### config.mk
export PLATFORM = sky130hd
export DESIGN_NAME = tank_motion
export DESIGN_NICKNAME = d
export VERILOG_FILES = /design/src/rtl/tank_motion.sv
export SDC_FILE = /design/constraint.sdc
export NUM_CORES = 1
export LEC_CHECK = 0
export BUFFER_PORTS_ARGS = -buffer_cell sky130_fd_sc_hd__buf_2
export CAP_MARGIN = 10
export CELL_PAD_IN_SITES_DETAIL_PLACEMENT = 0
export CELL_PAD_IN_SITES_GLOBAL_PLACEMENT = 2
export CORE_MARGIN = 2
export CORE_UTILIZATION = 39
export CTS_CLUSTER_SIZE = 16
export DETAILED_ROUTE_END_ITERATION = 8
export GPL_TIMING_DRIVEN = 0
export PLACE_DENSITY_LB_ADDON = 0.05
export SYNTH_ARGS = -nofsm -noshare
export SYNTH_HDL_FRONTEND = slang
export SYNTH_SLANG_ARGS = --single-unit
### constraint.sdc
create_clock -name Clk -period 7.8 [get_ports Clk]
set_input_delay 0 -clock Clk [delete_from_list [all_inputs] [get_ports Clk]]
set_output_delay 0 -clock Clk [all_outputs]
set_load 0.005 [all_outputs]
### src/rtl/tank_motion.sv
// Per-frame tank position/heading generator feeding the color mapper.
// Optional macro TANK_WALL_BOUNCE_EN reflects the heading off any wall the tank is clamped against.
module tank_motion #(
    parameter int START_X = 320,
    parameter int START_Y = 240,
    parameter int SIZE    = 4,
    parameter int SPEED   = 2,
    parameter int X_MIN   = 0,
    parameter int X_MAX   = 639,
    parameter int Y_MIN   = 0,
    parameter int Y_MAX   = 479
) (
    input  logic       Clk,
    input  logic       Reset,
    input  logic       frame_clk,
    input  logic       fwd,
    input  logic       back,
    input  logic       rot_cw,
    input  logic       rot_ccw,
    output logic [9:0] TankX,
    output logic [9:0] TankY,
    output logic [9:0] Tank_size,
    output logic [7:0] sin_out,
    output logic [7:0] cos_out,
    output logic [4:0] angle_idx,
    output logic       update_done,
    output logic [2:0] dbg_state_o
);
    typedef enum logic [2:0] {
        IDLE    = 3'd0,
        TURN    = 3'd1,
        LOOKUP  = 3'd2,
        MOVE    = 3'd3,
        CLAMP   = 3'd4,
        REFLECT = 3'd5
    } state_e;

    localparam logic [9:0]         XLO = 10'(X_MIN + SIZE);
    localparam logic [9:0]         XHI = 10'(X_MAX - SIZE);
    localparam logic [9:0]         YLO = 10'(Y_MIN + SIZE);
    localparam logic [9:0]         YHI = 10'(Y_MAX - SIZE);
    localparam logic [15:0]        PX0 = 16'(START_X * 64);
    localparam logic [15:0]        PY0 = 16'(START_Y * 64);
    localparam logic signed [16:0] SPD = 17'(SPEED);

    // Quarter-wave table; other quadrants by symmetry.
    function automatic logic signed [7:0] cos_lut(input logic [4:0] k);
        logic [4:0]        t;
        logic              neg;
        logic signed [7:0] b;
        if (k <= 5'd8)       begin t = k;          neg = 1'b0; end
        else if (k <= 5'd16) begin t = 5'd16 - k;  neg = 1'b1; end
        else if (k <= 5'd24) begin t = k - 5'd16;  neg = 1'b1; end
        else                 begin t = 5'd0 - k;   neg = 1'b0; end
        case (t[3:0])
            4'd0:    b = 8'sd64;
            4'd1:    b = 8'sd63;
            4'd2:    b = 8'sd59;
            4'd3:    b = 8'sd53;
            4'd4:    b = 8'sd45;
            4'd5:    b = 8'sd36;
            4'd6:    b = 8'sd24;
            4'd7:    b = 8'sd12;
            default: b = 8'sd0;
        endcase
        return neg ? -b : b;
    endfunction

    function automatic logic signed [7:0] sin_lut(input logic [4:0] k);
        return cos_lut(k - 5'd8);
    endfunction

    // Negative 17-bit results count as below the minimum; clamping zeroes the fraction.
    function automatic logic [15:0] clamp_val(input logic signed [16:0] v,
                                              input logic [9:0] lo, input logic [9:0] hi);
        if (v[16] || v[15:6] < lo) return {lo, 6'd0};
        if (v[15:6] > hi)          return {hi, 6'd0};
        return v[15:0];
    endfunction

`ifdef TANK_WALL_BOUNCE_EN
    function automatic logic clamp_hit(input logic signed [16:0] v,
                                       input logic [9:0] lo, input logic [9:0] hi);
        return v[16] || (v[15:6] < lo) || (v[15:6] > hi);
    endfunction
`endif

    state_e            state_q, state_d;
    logic              fs1_q, fs2_q, fs3_q;
    logic              tick;
    logic [3:0]        ctl_q, ctl_d;
    logic [4:0]        idx_q, idx_d;
    logic signed [7:0] sin_q, sin_d, cos_q, cos_d;
    logic [15:0]       px_q, px_d, py_q, py_d;
    logic signed [16:0] mx_q, mx_d, my_q, my_d;
    logic signed [16:0] dx, dy;
    logic [9:0]        x_out_q, x_out_d, y_out_q, y_out_d;
    logic [7:0]        sin_out_q, sin_out_d, cos_out_q, cos_out_d;
    logic [4:0]        idx_out_q, idx_out_d;
    logic              done_q, done_d;
`ifdef TANK_WALL_BOUNCE_EN
    logic [4:0]        refl;
`endif

    assign tick = fs2_q & ~fs3_q;

    always_comb begin
        state_d   = state_q;
        ctl_d     = ctl_q;
        idx_d     = idx_q;
        sin_d     = sin_q;
        cos_d     = cos_q;
        px_d      = px_q;
        py_d      = py_q;
        mx_d      = mx_q;
        my_d      = my_q;
        x_out_d   = x_out_q;
        y_out_d   = y_out_q;
        sin_out_d = sin_out_q;
        cos_out_d = cos_out_q;
        idx_out_d = idx_out_q;
        done_d    = 1'b0;
        dx        = $signed({{9{cos_q[7]}}, cos_q}) * SPD;
        dy        = $signed({{9{sin_q[7]}}, sin_q}) * SPD;
`ifdef TANK_WALL_BOUNCE_EN
        refl      = idx_q;
`endif
        case (state_q)
            IDLE: if (tick) begin
                ctl_d   = {fwd, back, rot_cw, rot_ccw};
                state_d = TURN;
            end
            TURN: begin
                if (ctl_q[1] && !ctl_q[0])      idx_d = idx_q + 5'd1;
                else if (!ctl_q[1] && ctl_q[0]) idx_d = idx_q - 5'd1;
                state_d = LOOKUP;
            end
            LOOKUP: begin
                sin_d   = sin_lut(idx_q);
                cos_d   = cos_lut(idx_q);
                state_d = MOVE;
            end
            MOVE: begin
                mx_d = $signed({1'b0, px_q});
                my_d = $signed({1'b0, py_q});
                if (ctl_q[3] && !ctl_q[2]) begin
                    mx_d = mx_d + dx;
                    my_d = my_d + dy;
                end else if (!ctl_q[3] && ctl_q[2]) begin
                    mx_d = mx_d - dx;
                    my_d = my_d - dy;
                end
                state_d = CLAMP;
            end
            CLAMP: begin
                px_d = clamp_val(mx_q, XLO, XHI);
                py_d = clamp_val(my_q, YLO, YHI);
`ifdef TANK_WALL_BOUNCE_EN
                if (clamp_hit(mx_q, XLO, XHI)) refl = 5'd16 - refl;
                if (clamp_hit(my_q, YLO, YHI)) refl = 5'd0 - refl;
                idx_d   = refl;
                state_d = REFLECT;
`else
                x_out_d   = px_d[15:6];
                y_out_d   = py_d[15:6];
                sin_out_d = sin_q;
                cos_out_d = cos_q;
                idx_out_d = idx_q;
                done_d    = 1'b1;
                state_d   = IDLE;
`endif
            end
`ifdef TANK_WALL_BOUNCE_EN
            REFLECT: begin
                sin_d     = sin_lut(idx_q);
                cos_d     = cos_lut(idx_q);
                x_out_d   = px_q[15:6];
                y_out_d   = py_q[15:6];
                sin_out_d = sin_d;
                cos_out_d = cos_d;
                idx_out_d = idx_q;
                done_d    = 1'b1;
                state_d   = IDLE;
            end
`endif
            default: state_d = IDLE;
        endcase
    end

    always_ff @(posedge Clk) begin
        if (Reset) begin
            state_q   <= IDLE;
            fs1_q     <= 1'b0;
            fs2_q     <= 1'b0;
            fs3_q     <= 1'b0;
            ctl_q     <= 4'd0;
            idx_q     <= 5'd0;
            sin_q     <= 8'sd0;
            cos_q     <= 8'sd64;
            px_q      <= PX0;
            py_q      <= PY0;
            mx_q      <= 17'sd0;
            my_q      <= 17'sd0;
            x_out_q   <= PX0[15:6];
            y_out_q   <= PY0[15:6];
            sin_out_q <= 8'd0;
            cos_out_q <= 8'd64;
            idx_out_q <= 5'd0;
            done_q    <= 1'b0;
        end else begin
            state_q   <= state_d;
            fs1_q     <= frame_clk;
            fs2_q     <= fs1_q;
            fs3_q     <= fs2_q;
            ctl_q     <= ctl_d;
            idx_q     <= idx_d;
            sin_q     <= sin_d;
            cos_q     <= cos_d;
            px_q      <= px_d;
            py_q      <= py_d;
            mx_q      <= mx_d;
            my_q      <= my_d;
            x_out_q   <= x_out_d;
            y_out_q   <= y_out_d;
            sin_out_q <= sin_out_d;
            cos_out_q <= cos_out_d;
            idx_out_q <= idx_out_d;
            done_q    <= done_d;
        end
    end

    assign TankX       = x_out_q;
    assign TankY       = y_out_q;
    assign Tank_size   = 10'(SIZE);
    assign sin_out     = sin_out_q;
    assign cos_out     = cos_out_q;
    assign angle_idx   = idx_out_q;
    assign update_done = done_q;
    assign dbg_state_o = state_q;
endmodule

-- Word level (Yosys, flattened, before mapping)
Memories as Yosys holds them, arrays and structs flattened.
Index checks and enable logic that the tools add are counted.
- output and inout bits: 55
- bits in registers: 139
- bits of input ports: 7
- memories kept: 2
- ROM bits: 112
- memory list (name ; words ; width ; rd ports ; clocked after memory_dff ; wr ports ; line ; text):
    (no name shown) ; 8 ; 7 ; 1 ; 0 ; 0 ; 55 ; case (t[3:0])
    (no name shown) ; 8 ; 7 ; 1 ; 0 ; 0 ; 55 ;
- magnitude comparators: 10
- reductions and logical operators: 14
- bitwise operators: 2
- add/sub/neg operators: 15
- multiplexer cells: 49
- eq/ne operators: 5
- operators with widths (cell ; number):
    2-to-1 mux 16 bit ; 8
    2-to-1 mux 17 bit ; 4
    2-to-1 mux 8 bit ; 6
    adder 17 x 9 -> 17 bit ; 2
    subtractor 17 x 9 -> 17 bit ; 2
    2-to-1 mux 4 bit ; 8
    less-or-equal comparator 5 bit, second input constant ; 4
    less-than comparator 10 x 3 -> 1 bit, second input constant ; 2
    2-to-1 mux 1 bit ; 19
    negation 8 bit ; 2
    subtractor 1 x 4 -> 4 bit, first input constant ; 4
    case mux 3 bit (4 select lines) ; 1
    greater-than comparator 10 bit, second input constant ; 1
    greater-than comparator 10 x 9 -> 1 bit, second input constant ; 1
    less-or-equal comparator 5 x 4 -> 1 bit, second input constant ; 2
    2-to-1 mux 5 bit ; 2
    subtractor 4 x 1 -> 4 bit, second input constant ; 2
    equality test 3 x 2 -> 1 bit, second input constant ; 2
    adder 5 x 1 -> 5 bit, second input constant ; 1
    subtractor 5 x 1 -> 5 bit, second input constant ; 1
    subtractor 5 x 4 -> 5 bit, second input constant ; 1
    logical AND 1 bit ; 4
    zero test 1 bit ; 4
    AND reduction 2 bit ; 2
    other kinds (9) ; 10

-- Longest topological paths before layout
Gate-level depths: netlist of the first run.
An unclocked memory read counts as a cell.
- word-level depth: 11
- mapped depth: 15

-- Worst setup path before layout of the first run
No wires, ideal clock.
- kind: flip-flop to flip-flop
- start: register idx_q[0]
- end: register sin_q[6]
- required time: 7705 ps
- arrival: 3337 ps
- path slack: 4368 ps
- stages on the path, launching flop included: 16
- path through: dfxtp_1 clkbuf_1 inv_1 ha_1 nor2b_1 buf_6 o211ai_1 a21oi_1 a31o_2 ha_1 nor3b_1 inv_1 ha_1 nor2_1 o211ai_1 a221oi_1
- longest elaborated chain between the ends: 11
- elaborated cells between the ends (all ways): 20
- those cells by class: add/sub: 5; order compare: 3; mux: 11; memory: 1
- ends and longest elaborated chain (item ; line ; text):
    from (decl) ; 92 ; logic [4:0] idx_q, idx_d;
    from (signal assigned) ; 216 ; idx_q <= idx_d;
    subtractor 5 x 4 -> 5 bit (*) ; 70 ; return cos_lut(k - 5'd8);
    subtractor 1 x 4 -> 4 bit (tied with other cells) ; 52, 54 ;
    2-to-1 mux 4 bit ; 53 ; else if (k <= 5'd24) begin t = k - 5'd16; neg = 1'b1; end
    2-to-1 mux 4 bit ; 52 ; else if (k <= 5'd16) begin t = 5'd16 - k; neg = 1'b1; end
    2-to-1 mux 4 bit ; 51 ; if (k <= 5'd8) begin t = k; neg = 1'b0; end
    2-to-1 mux 4 bit ; 128 ; case (state_q)
    memory read (8 x 7 bit) ; n/a ;
    2-to-1 mux 8 bit ; 55 ;
    2-to-1 mux 8 bit ; 128 ;
    negation 8 bit ; 66 ; return neg ? -b : b;
    2-to-1 mux 8 bit (*) ; 66 ;
    to (signal assigned) ; 217 ; sin_q <= sin_d;
    to (decl) ; 93 ; logic signed [7:0] sin_q, sin_d, cos_q, cos_d;
Every way passes the cells marked *; elsewhere a longest branch is shown, timed or not. The select of a mux whose other input is x is not followed.
A chain may end at the register's enable or synchronous reset.

-- Final worst setup path of the first run
Ends and elaborated chain as after synthesis.

==> qor.log, run 1 <==
[outcome] status completed
[die] Rows 53
[sta] worst path setup slack after routing 3.56 ns
[synthesis] combinational family with the most area after synthesis compound AO/OA/AOI/OAI gates
[synthesis] fraction of the mapped netlist area in adder cells 12.3%
[route] detailed-route DRC error count 0
[finish] most frequent standard cell in the layout excluding fill and tap cells sky130_fd_sc_hd__dfxtp_1
[clock_tree] CTS clock-pin slew for the worst setup and hold paths 0.06 ns
[finish] growth of design area from synthesis to finish 15.9%
[clock_tree] clock sink count 115
[clock_tree] clock insertion delay at the later pin of the skew report 0.42 ns
[route] detailed-route via count 7903
[sta] share of the cycle needed by the critical path after routing 54.4%
[pwr] proportion of power drawn by the clock network 53.6%
[worst_setup_path] WS Path Type flop to flop
[placed_design] final weighted congestion in routability-driven placement 0.846
[synthesis] top flip-flop cell by instance count after synthesis sky130_fd_sc_hd__dfxtp_1
[worst_setup_path] required time of the worst setup path 8.12 ns
[synthesis] proportion of synthesized flip-flops having asynchronous set or reset 0%
[route] final antenna-violating net count 0
[route] router iterations before antenna repair 5
[route] Routed WL per cell 18.8 um
[worst_setup_path] most used cell along the critical path sky130_fd_sc_hd__ha_1
[hold_path] Worst Hold Class input pin to flop
[synthesis] Post-synth EDFFs 0
[synthesis] YS warnings 0
[sta] Min Clock Period, post-route 4.24 ns
[pwr] PwrDens 167 nW/um^2
[grt] pin count of the biggest net entering global routing 17
[placed_design] count of buffers inserted at the top-level ports 50
[finish] Fill cells 2180
[synthesis] Synth area leader sky130_fd_sc_hd__dfxtp_1
[clock_tree] hold-fix buffers at CTS 5
[finish] commonest non-fill, non-tap cells in the layout sky130_fd_sc_hd__dfxtp_1, sky130_fd_sc_hd__nand2_1, sky130_fd_sc_hd__nor2_1
[worst_setup_path] longest individual stage delay on the worst path 0.52 ns
[placed_design] HPWL after detailed placement 20400 um
[synthesis] Yosys reg bits 115
[synthesis] most area-consuming cells after synthesis sky130_fd_sc_hd__dfxtp_1, sky130_fd_sc_hd__ha_1, sky130_fd_sc_hd__a21oi_1, sky130_fd_sc_hd__nand2_1, sky130_fd_sc_hd__nor2_1
[run] MaxCap Viol Count 0
[clock_tree] clock tree from TritonCTS built
[worst_setup_path] crit path buf inv count 4
[synthesis] unique cell type count in the Yosys netlist 77
[sta] slew margin rel. 24.0%
[clock_tree] CTS HTree Levels 4
[synthesis] parity-gate share of the synthesized area counting xor and xnor cells 5.89%
[sta] number of failing hold endpoints at the final stage 0
[worst_setup_path] register-to-register path setup slack 3.56 ns
[synthesis] post-synthesis mux area share 1.21%
[worst_setup_path] Top delay family on crit path compound AO/OA/AOI/OAI gates
[worst_setup_path] cells along the critical path clkbuf_1 > inv_1 > ha_1 > nor2b_1 > buf_6 > o211ai_1 > a21oi_1 > a31o_2 > ha_1 > nor3b_1 > inv_1 > ha_1 > nor2_1 > o211ai_1 > a221oi_1
[worst_setup_path] slowest cell on the critical path sky130_fd_sc_hd__dfxtp_1
[grt] antenna violations before repair 0
[worst_setup_path] arrival time reported for the critical path endpoint 4.57 ns
[sta] final setup skew 0.00761 ns
[pwr] maximum vdd ir drop 145 uV
[finish] Antenna Diode Count 0
[synthesis] proportion of netlist area held by the largest area contributor 27.2%
[grt] first-pass GRT wire length 42600 um
[clock_tree] count of cells resized by post-cts repair 0
[synthesis] sequential-to-total area share from yosys stat 27.2%
[synthesis] post-synthesis instance area 8480 um^2
[sta] max frequency 0.236 GHz
[clock_tree] number of CTS-inserted buffers 17
[clock_tree] CTS max path bufs 2
[worst_setup_path] startpoint class of the critical path flop
[worst_setup_path] Critical Path End Type flop
[sta] # setup viols final 0
[die] Top-Level Pins 62
[worst_setup_path] crit-path max FO 10
[synthesis] compound-gate portion of the synthesized area 25.2%
[pwr] Pleak 3.75 nW
[synthesis] post-synthesis instance total 1083
[pwr] Switching Share 24.9%
[pwr] internal portion of total power 1.23 mW
[sta] max-slew violation total from the final report 0
[clock_tree] buffers inserted by post-CTS timing repair 0
[die] Die Y 151 um
[grt] number of global-route vias before repair 7716
[sta] RSZ-0062 raised after global routing no
[placed_design] Setup Slack @ Placement 3.55 ns
[die] core region area 21200 um^2
[route] aggregate routed wire length 27300 um
[finish] fraction of final layout cells sized beyond drive strength 1 11.9%
[route] First DRT Iteration DRCs 408
[grt] overall overflow remaining after global route 0
[clock_tree] cell at the root of the clock tree sky130_fd_sc_hd__clkbuf_16
[sta] Final TNS setup 0 ns
[finish] Final #Nets 1253
[synthesis] syn_area_per_cell 7.83 um^2
[die] Die ar. 22900 um^2
[die] Initial Util 40.1%
[pwr] part of the power in registers 36.8%
[synthesis] simple logic cell fraction of the synthesized area 19.8%
[pwr] combinational share of power 9.6%
[pwr] total net switching power 0.410 mW
[route] mean number of vias per cell 5.44
[sta] measured slew at the worst slew-check pin 1.13 ns
[die] die width 151 um
[grt] total routing usage reported by global routing 24.5%
-- synth_stat cells, types with 20 or more instances --
cell type and number:
sky130_fd_sc_hd__dfxtp_1 115, sky130_fd_sc_hd__xnor2_1 41, sky130_fd_sc_hd__nor2b_1 20, sky130_fd_sc_hd__buf_4 34
sky130_fd_sc_hd__o21ai_0 46, sky130_fd_sc_hd__inv_1 51, sky130_fd_sc_hd__ha_1 75, sky130_fd_sc_hd__a211oi_1 38
sky130_fd_sc_hd__nor2_1 107, sky130_fd_sc_hd__nor3_1 37, sky130_fd_sc_hd__clkbuf_1 55, sky130_fd_sc_hd__nand2_1 113
sky130_fd_sc_hd__a21oi_1 87
-- cell families after synthesis --
| kind of cell | Yosys count |
|---|---|
| simple gates | 360 |
| fa+ha+maj | 80 |
| buf+inv | 149 |
| xor+xnor | 57 |
| compound gates | 310 |
| flops | 115 |
| other cells | 2 |
| mux | 10 |
-- final cells by class --
class,instances,area [um^2],share of cell area (%)
Buffer,97,513,5.22
Clock buffer,18,439,4.47
Clock inverter,14,225,2.29
Inverter,52,195,1.99
Multi-Input combinational cell,827,5500,56.0
Sequential cell,115,2300,23.4
Tap cell,275,344,3.50
Timing Repair Buffer,56,304,3.09
-- routing by layer --
layer	global-route usage, %	vias to the layer above	part of all wire, %	wire length (um)
li1	-	4000	-	-
met2	42.2	150	48	13000
met4	6.59	0	1.6	450
met1	32.1	3725	47	12900
met3	3.13	28	3.5	953
met5	0	-	0	0
-- registers in the layout, summed over array words and instances (netlist names) --
name / flops
px_q: 15
my_q: 16
py_q: 15
angle_idx: 5
idx_q: 5
fs2_q: 1
ctl_q: 4
dbg_state_o: 3
fs1_q: 1
cos_out: 8
sin_q: 8
mx_q: 16
update_done: 1
cos_q: 8
sin_out: 8
fs3_q: 1
-- power by group through the flow --
stage | clock network [mW] | registers, mW | logic (mW)
floorplan | 0 | 0.614 | 0.113
global placement | 0 | 0.617 | 0.157
detailed placement | 0 | 0.617 | 0.156
CTS | 0.889 | 0.605 | 0.159
global route | 0.913 | 0.606 | 0.175
finish | 0.881 | 0.605 | 0.158
-- path summary, 6_finish.rpt --
path,startpoint,cells past startpoint,to
worst max register to register,idx_q[0],15,sin_q[6]
worst min register to register,fs1_q,1,fs2_q
worst max-delay path,idx_q[0],15,sin_q[6]
worst min-delay path,Reset,2,dbg_state_o[2]
-- worst reg2reg max path: stages, from the launching register on --
cell	delay [ns]
sky130_fd_sc_hd__dfxtp_1	0.52
sky130_fd_sc_hd__clkbuf_1	0.48
sky130_fd_sc_hd__inv_1	0.24
sky130_fd_sc_hd__ha_1	0.34
sky130_fd_sc_hd__nor2b_1	0.17
sky130_fd_sc_hd__buf_6	0.13
sky130_fd_sc_hd__o211ai_1	0.24
sky130_fd_sc_hd__a21oi_1	0.14
sky130_fd_sc_hd__a31o_2	0.26
sky130_fd_sc_hd__ha_1	0.32
sky130_fd_sc_hd__nor3b_1	0.37
sky130_fd_sc_hd__inv_1	0.09
sky130_fd_sc_hd__ha_1	0.22
sky130_fd_sc_hd__nor2_1	0.19
sky130_fd_sc_hd__o211ai_1	0.11
sky130_fd_sc_hd__a221oi_1	0.31
-- per-stage QoR --
stage	utilization, %	power (mW)	cells	hold slack [ns]	instance area [um^2]
after detailed placement	43.1	0.773	1417	0.232	9110
after floorplan	-	0.727	1091	0.128	8510
after CTS	46.4	1.65	1454	0.131	9820
after global placement	43.0	0.774	1416	0.235	9100
final	46.4	1.64	1454	0.154	9820
after global routing	46.4	1.69	1454	0.147	9820
Note: power is estimated with default switching activity, not from simulation.
==> run 2: changes to the inputs <==
Settings changed: CORE_UTILIZATION 39 to 33.
Clock period 7.8 ns to 3.8 ns, I/O delays scaled along.
==> run 2 against run 1 <==
- worst hold slack gained 0.062 ns
- largest power group unchanged
- highest routed layer unchanged
- critical path type unchanged
- power grew 92%
- non-clock buffer count is the same
- final cell count grew 3.8%
- fmax grew 20%
- clock skew grew 0.0056 ns
- critical endpoint is now cos_q[4]
==> qor.log, run 2 (synthesis gave the netlist of run 1 again) <==
[finish] final std cell area, no fill 9850 um^2
[worst_setup_path] capture point of the worst reg-to-reg path cos_q[4]
[route] detailed-route DRC error count 0
[sta] slew margin rel. 14.2%
[hold_path] Worst Hold Class input pin to flop
[sta] number of failing hold endpoints at the final stage 0
[sta] share of the cycle needed by the critical path after routing 92.7%
[clock_tree] buffers inserted by post-CTS timing repair 0
[die] Top-Level Pins 62
[route] detailed-route via count 7966
[die] core region area 25200 um^2
[worst_setup_path] required time of the worst setup path 4.13 ns
[clock_tree] clock sink count 115
[pwr] Pleak 3.75 nW
[finish] final core area utilization 39.1%
[worst_setup_path] Critical Path End Type flop
[die] Die ar. 27000 um^2
[clock_tree] CTS clock-pin slew for the worst setup and hold paths 0.07 ns
[worst_setup_path] WS Path Type flop to flop
[die] die width 164 um
[grt] pin count of the biggest net entering global routing 17
[clock_tree] CTS max path bufs 2
[sta] RSZ-0062 raised after global routing no
[clock_tree] number of CTS-inserted buffers 17
[sta] Min Clock Period, post-route 3.52 ns
[clock_tree] clock tree from TritonCTS built
[placed_design] placed cell areas 9170 um^2
[grt] total routing usage reported by global routing 21.9%
[worst_setup_path] crit-path max FO 10
[route] router iterations before antenna repair 5
[worst_setup_path] Register-to-Register Path Depth 15
[placed_design] count of buffers inserted at the top-level ports 50
[sta] max-slew violation total from the final report 0
[worst_setup_path] reg2reg start idx_q[0]
[hold_path] end of the worst hold path dbg_state_o[2]
[die] Rows 58
[finish] Final #Nets 1253
[grt] first-pass GRT wire length 44700 um
[finish] growth of design area from synthesis to finish 16.2%
[die] Initial Util 33.7%
[worst_setup_path] register-to-register path setup slack 0.28 ns
[grt] overall overflow remaining after global route 0
[finish] leading registers by flop count mx_q: 16 flops, my_q: 16 flops
[die] Die Y 164 um
[finish] fraction of final layout cells sized beyond drive strength 1 12.6%
[clock_tree] clock insertion delay at the later pin of the skew report 0.42 ns
[sta] max frequency 0.284 GHz
[pwr] Power Total 3.16 mW
[pwr] PwrDens 321 nW/um^2
[grt] number of global-route vias before repair 7687
[grt] antenna violations before repair 0
[clock_tree] CTS HTree Levels 4
[clock_tree] cell at the root of the clock tree sky130_fd_sc_hd__clkbuf_16
[route] mean number of vias per cell 5.28
[hold_path] hold path startpoint Reset
[sta] measured slew at the worst slew-check pin 1.28 ns
[route] First DRT Iteration DRCs 430
[outcome] status completed
[hold_path] hold depth 2
[route] Routed WL per cell 19.2 um
[worst_setup_path] arrival time reported for the critical path endpoint 3.86 ns
[finish] Antenna Diode Count 0
[route] aggregate routed wire length 29000 um
[placed_design] HPWL after detailed placement 21800 um
[worst_setup_path] startpoint class of the critical path flop
[route] final antenna-violating net count 0
[run] MaxCap Viol Count 0
[sta] # setup viols final 0
[placed_design] final weighted congestion in routability-driven placement 0.827
[finish] most frequent standard cell in the layout excluding fill and tap cells sky130_fd_sc_hd__nand2_1
[finish] commonest non-fill, non-tap cells in the layout sky130_fd_sc_hd__nand2_1, sky130_fd_sc_hd__dfxtp_1, sky130_fd_sc_hd__nor2_1
[pwr] maximum vdd ir drop 269 uV
[sta] final setup skew 0.0132 ns
## run 2: cell types whose count changed in the layout (fill, tap and decap cells not counted), moves of 2 or more
cell and change:
sky130_fd_sc_hd__bufinv_16 -4, sky130_fd_sc_hd__clkinv_4 +5, sky130_fd_sc_hd__dfxtp_1 -3, sky130_fd_sc_hd__dfxtp_2 +3, sky130_fd_sc_hd__clkbuf_1 -2
## run 2: layout make-up
type / instances / area [um^2]
fill: 2678 / 15300
multi-input combinational: 827 / 5530
sequential: 115 / 2310
buffer: 97 / 522
clock buffer: 17 / 425
tap: 330 / 413
timing repair buffer: 56 / 305
inverter: 52 / 195
clock inverter: 15 / 153
## run 2: power breakdown
part           leakage, nW  switching (mW)  total [mW]  internal [mW]
combinational         2.54           0.210       0.331          0.121
clock                0.277           0.671        1.59          0.916
sequential           0.930          0.0213        1.24           1.22
total                 3.75           0.902        3.16           2.26
## run 2: how the worst max path moves through the flow
stage | depth (start not counted) | slack [ns] | to | from
after detailed placement | 15 | -0.39 | sin_q[6] | idx_q[0]
after global routing | 11 | 0.03 | my_q[16] | sin_q[7]
after global placement | 15 | -0.44 | sin_q[6] | idx_q[0]
final | 15 | 0.28 | cos_q[4] | idx_q[0]
after CTS | 15 | 0.05 | sin_q[6] | idx_q[0]
after floorplan | 15 | 0.37 | sin_q[6] | idx_q[0]
## run 2: repair_timing
action / 4_1_cts / 5_1_grt
gates resized for setup: 5 / 10
endpoints found under the hold margin: 5 / 0
hold buffers: 5 / 0
pin swaps: 0 / 2
endpoints found under the setup margin: 9 / 7
## run 2: through the flow
step	worst slack, ns	cells	TNS, ns	hold WS (ns)
6_report	0.276	1509	0	0.215
5_1_grt	0.0251	1509	0	0.213
4_1_cts	0.0509	1509	0	0.229
3_5_place_dp	-0.393	1472	-1.83	0.235
3_3_place_gp	-0.438	1471	-2.37	0.235
2_1_floorplan	0.368	1091	0	0.128
## run 2: critical path, stage by stage, from the launching register on
cell and delay [ns]:
sky130_fd_sc_hd__dfxtp_2 0.43, sky130_fd_sc_hd__buf_6 0.18, sky130_fd_sc_hd__inv_1 0.12, sky130_fd_sc_hd__ha_1 0.30
sky130_fd_sc_hd__nor2b_1 0.17, sky130_fd_sc_hd__buf_6 0.14, sky130_fd_sc_hd__o211ai_1 0.20, sky130_fd_sc_hd__nand2_1 0.09
sky130_fd_sc_hd__mux2_2 0.34, sky130_fd_sc_hd__ha_1 0.38, sky130_fd_sc_hd__nor2_1 0.08, sky130_fd_sc_hd__nand2_1 0.10
sky130_fd_sc_hd__ha_1 0.22, sky130_fd_sc_hd__a31oi_1 0.11, sky130_fd_sc_hd__or3_1 0.33, sky130_fd_sc_hd__a311oi_1 0.24
## run 2: metal layers
layer | GRT usage, % | wire length [um]
met5 | 0 | 0
met4 | 6.46 | 551
met3 | 2.78 | 926
met2 | 37.3 | 14100
met1 | 28.8 | 13400
==> run 3: changes to the inputs <==
Settings changed: SETUP_SLACK_MARGIN set to 0.4.
==> run 3 against run 2 <==
- first-iteration DRC count is 8.8% higher
- combinational power rose by 2%
- global-route usage about the same
- die area is the same
- non-clock buffer count is 10 higher
- count of clock-buffer cells in the layout up 1
==> qor.log, run 3 (synthesis gave the netlist of run 1 again) <==
[pwr] combinational share of power 10.4%
[route] detailed-route via count 8019
[die] die width 164 um
[grt] first-pass GRT wire length 44600 um
[clock_tree] cell at the root of the clock tree sky130_fd_sc_hd__clkbuf_16
[sta] share of the cycle needed by the critical path after routing 85.3%
[worst_setup_path] startpoint class of the critical path flop
[clock_tree] CTS clock-pin slew for the worst setup and hold paths 0.06 ns
[sta] slew margin rel. 27.9%
[die] Die ar. 27000 um^2
[worst_setup_path] Register-to-Register Path Depth 15
[sta] final setup skew 0.0102 ns
[die] Die Y 164 um
[pwr] Switching Share 26.5%
[hold_path] Worst Hold Class input pin to flop
[finish] Antenna Diode Count 0
[placed_design] count of buffers inserted at the top-level ports 50
[route] Routed WL per cell 19.1 um
[clock_tree] number of CTS-inserted buffers 17
[worst_setup_path] required time of the worst setup path 4.07 ns
[grt] overall overflow remaining after global route 0
[sta] measured slew at the worst slew-check pin 1.08 ns
[placed_design] final weighted congestion in routability-driven placement 0.834
[die] Initial Util 33.7%
[finish] commonest non-fill, non-tap cells in the layout sky130_fd_sc_hd__nand2_1, sky130_fd_sc_hd__dfxtp_1, sky130_fd_sc_hd__nor2_1
[grt] total routing usage reported by global routing 21.8%
[die] Top-Level Pins 62
[sta] RSZ-0062 raised after global routing no
[route] First DRT Iteration DRCs 468
[grt] number of global-route vias before repair 7610
[sta] max frequency 0.308 GHz
[sta] # setup viols final 0
[grt] pin count of the biggest net entering global routing 17
[finish] most frequent standard cell in the layout excluding fill and tap cells sky130_fd_sc_hd__nand2_1
[pwr] total net switching power 0.867 mW
[outcome] status completed
[finish] Final #Nets 1263
[pwr] PwrDens 324 nW/um^2
[clock_tree] clock tree from TritonCTS built
[worst_setup_path] CP Launch Point idx_q[0]
[pwr] Pleak 3.84 nW
[pwr] maximum vdd ir drop 251 uV
[grt] antenna violations before repair 0
[route] detailed-route DRC error count 0
[die] core region area 25200 um^2
[sta] Worst Hold Slack 0.133 ns
[finish] final core area utilization 40.0%
[pwr] Power Total 3.27 mW
[clock_tree] CTS max path bufs 2
[worst_setup_path] register-to-register path setup slack 0.56 ns
[worst_setup_path] arrival time reported for the critical path endpoint 3.52 ns
[run] MaxCap Viol Count 0
[clock_tree] CTS HTree Levels 4
[route] aggregate routed wire length 28900 um
[pwr] proportion of power drawn by the clock network 51.7%
[route] final antenna-violating net count 0
[sta] max-slew violation total from the final report 0
[worst_setup_path] crit-path max FO 10
[finish] growth of design area from synthesis to finish 19.0%
[clock_tree] clock sink count 115
[worst_setup_path] crit path capture sin_q[4]
[worst_setup_path] reg2reg start idx_q[0]
[worst_setup_path] WS Path Type flop to flop
[clock_tree] clock insertion delay at the later pin of the skew report 0.42 ns
[finish] leading registers by flop count mx_q: 16 flops, my_q: 16 flops
[hold_path] hold path startpoint Reset
[finish] fraction of final layout cells sized beyond drive strength 1 15.2%
[worst_setup_path] capture point of the worst reg-to-reg path sin_q[4]
[die] Rows 58
[pwr] part of the power in registers 37.9%
[sta] Min Clock Period, post-route 3.24 ns
[sta] number of failing hold endpoints at the final stage 0
[pwr] internal portion of total power 2.40 mW
[worst_setup_path] Critical Path End Type flop
[sta] Final TNS setup 0 ns
[route] mean number of vias per cell 5.28
[placed_design] HPWL after detailed placement 21600 um
[route] router iterations before antenna repair 5
-- run 3: power by group through the flow --
stage | Sequential [mW] | Combinational (mW) | Clock, mW
floorplan | 1.26 | 0.232 | 0
global placement | 1.27 | 0.330 | 0
detailed placement | 1.27 | 0.326 | 0
CTS | 1.24 | 0.335 | 1.71
global route | 1.24 | 0.373 | 1.77
finish | 1.24 | 0.339 | 1.69
-- run 3: worst min path at each step --
stage / end / slack (ns) / cells past startpoint
global placement: fs1_q / 0.24 / 2
floorplan: fs1_q / 0.13 / 1
global route: dbg_state_o[2] / 0.19 / 2
CTS: dbg_state_o[2] / 0.13 / 2
detailed placement: fs1_q / 0.24 / 2
finish: dbg_state_o[2] / 0.13 / 2
-- run 3: routing by layer --
metal  GRT usage, %  up-vias  routed length, um
li1               -     3997                  -
met1           29.5     3866              13700
met2           37.1      134              14000
met3           2.32       22                919
met4           5.54        0                344
met5              0        -                  0
-- run 3: cell type report --
class	instances	area, um^2
well taps	330	413
flip-flops and latches	115	2320
clock inverters	14	179
inverters	52	206
clock buffers	18	439
plain buffers	97	534
multi-input cells	827	5620
fillers	2659	15100
repair buffers	66	380
-- run 3: timing repair --
action | CTS | global route
pin swaps | 3 | 6
endpoints found under the hold margin | 5 | 0
buffers inserted | 4 | 6
gates resized for setup | 19 | 24
hold buffers | 5 | 0
endpoints found under the setup margin | 21 | 10
gates cloned | 0 | 0
-- run 3: through the flow --
step / instance area [um^2] / cells / setup WS (ns)
4_1_cts: 9960 / 1512 / 0.385
5_1_grt: 10100 / 1519 / 0.363
6_report: 10100 / 1519 / 0.558
3_5_place_dp: 9180 / 1471 / -0.244
3_3_place_gp: 9170 / 1471 / -0.215
2_1_floorplan: 8510 / 1091 / 0.490
-- run 3: worst max-delay path, stage by stage, from the launching register on --
cell and delay, ns:
sky130_fd_sc_hd__dfxtp_4 0.39, sky130_fd_sc_hd__buf_12 0.15, sky130_fd_sc_hd__clkinvlp_4 0.10, sky130_fd_sc_hd__ha_2 0.23, sky130_fd_sc_hd__nor2b_1 0.15, sky130_fd_sc_hd__buf_6 0.14, sky130_fd_sc_hd__o211ai_1 0.24, sky130_fd_sc_hd__a21oi_2 0.10
sky130_fd_sc_hd__a31o_2 0.25, sky130_fd_sc_hd__ha_1 0.32, sky130_fd_sc_hd__nor3b_2 0.27, sky130_fd_sc_hd__inv_1 0.07, sky130_fd_sc_hd__ha_1 0.22, sky130_fd_sc_hd__a31oi_1 0.19, sky130_fd_sc_hd__xor2_1 0.20, sky130_fd_sc_hd__a211oi_2 0.08
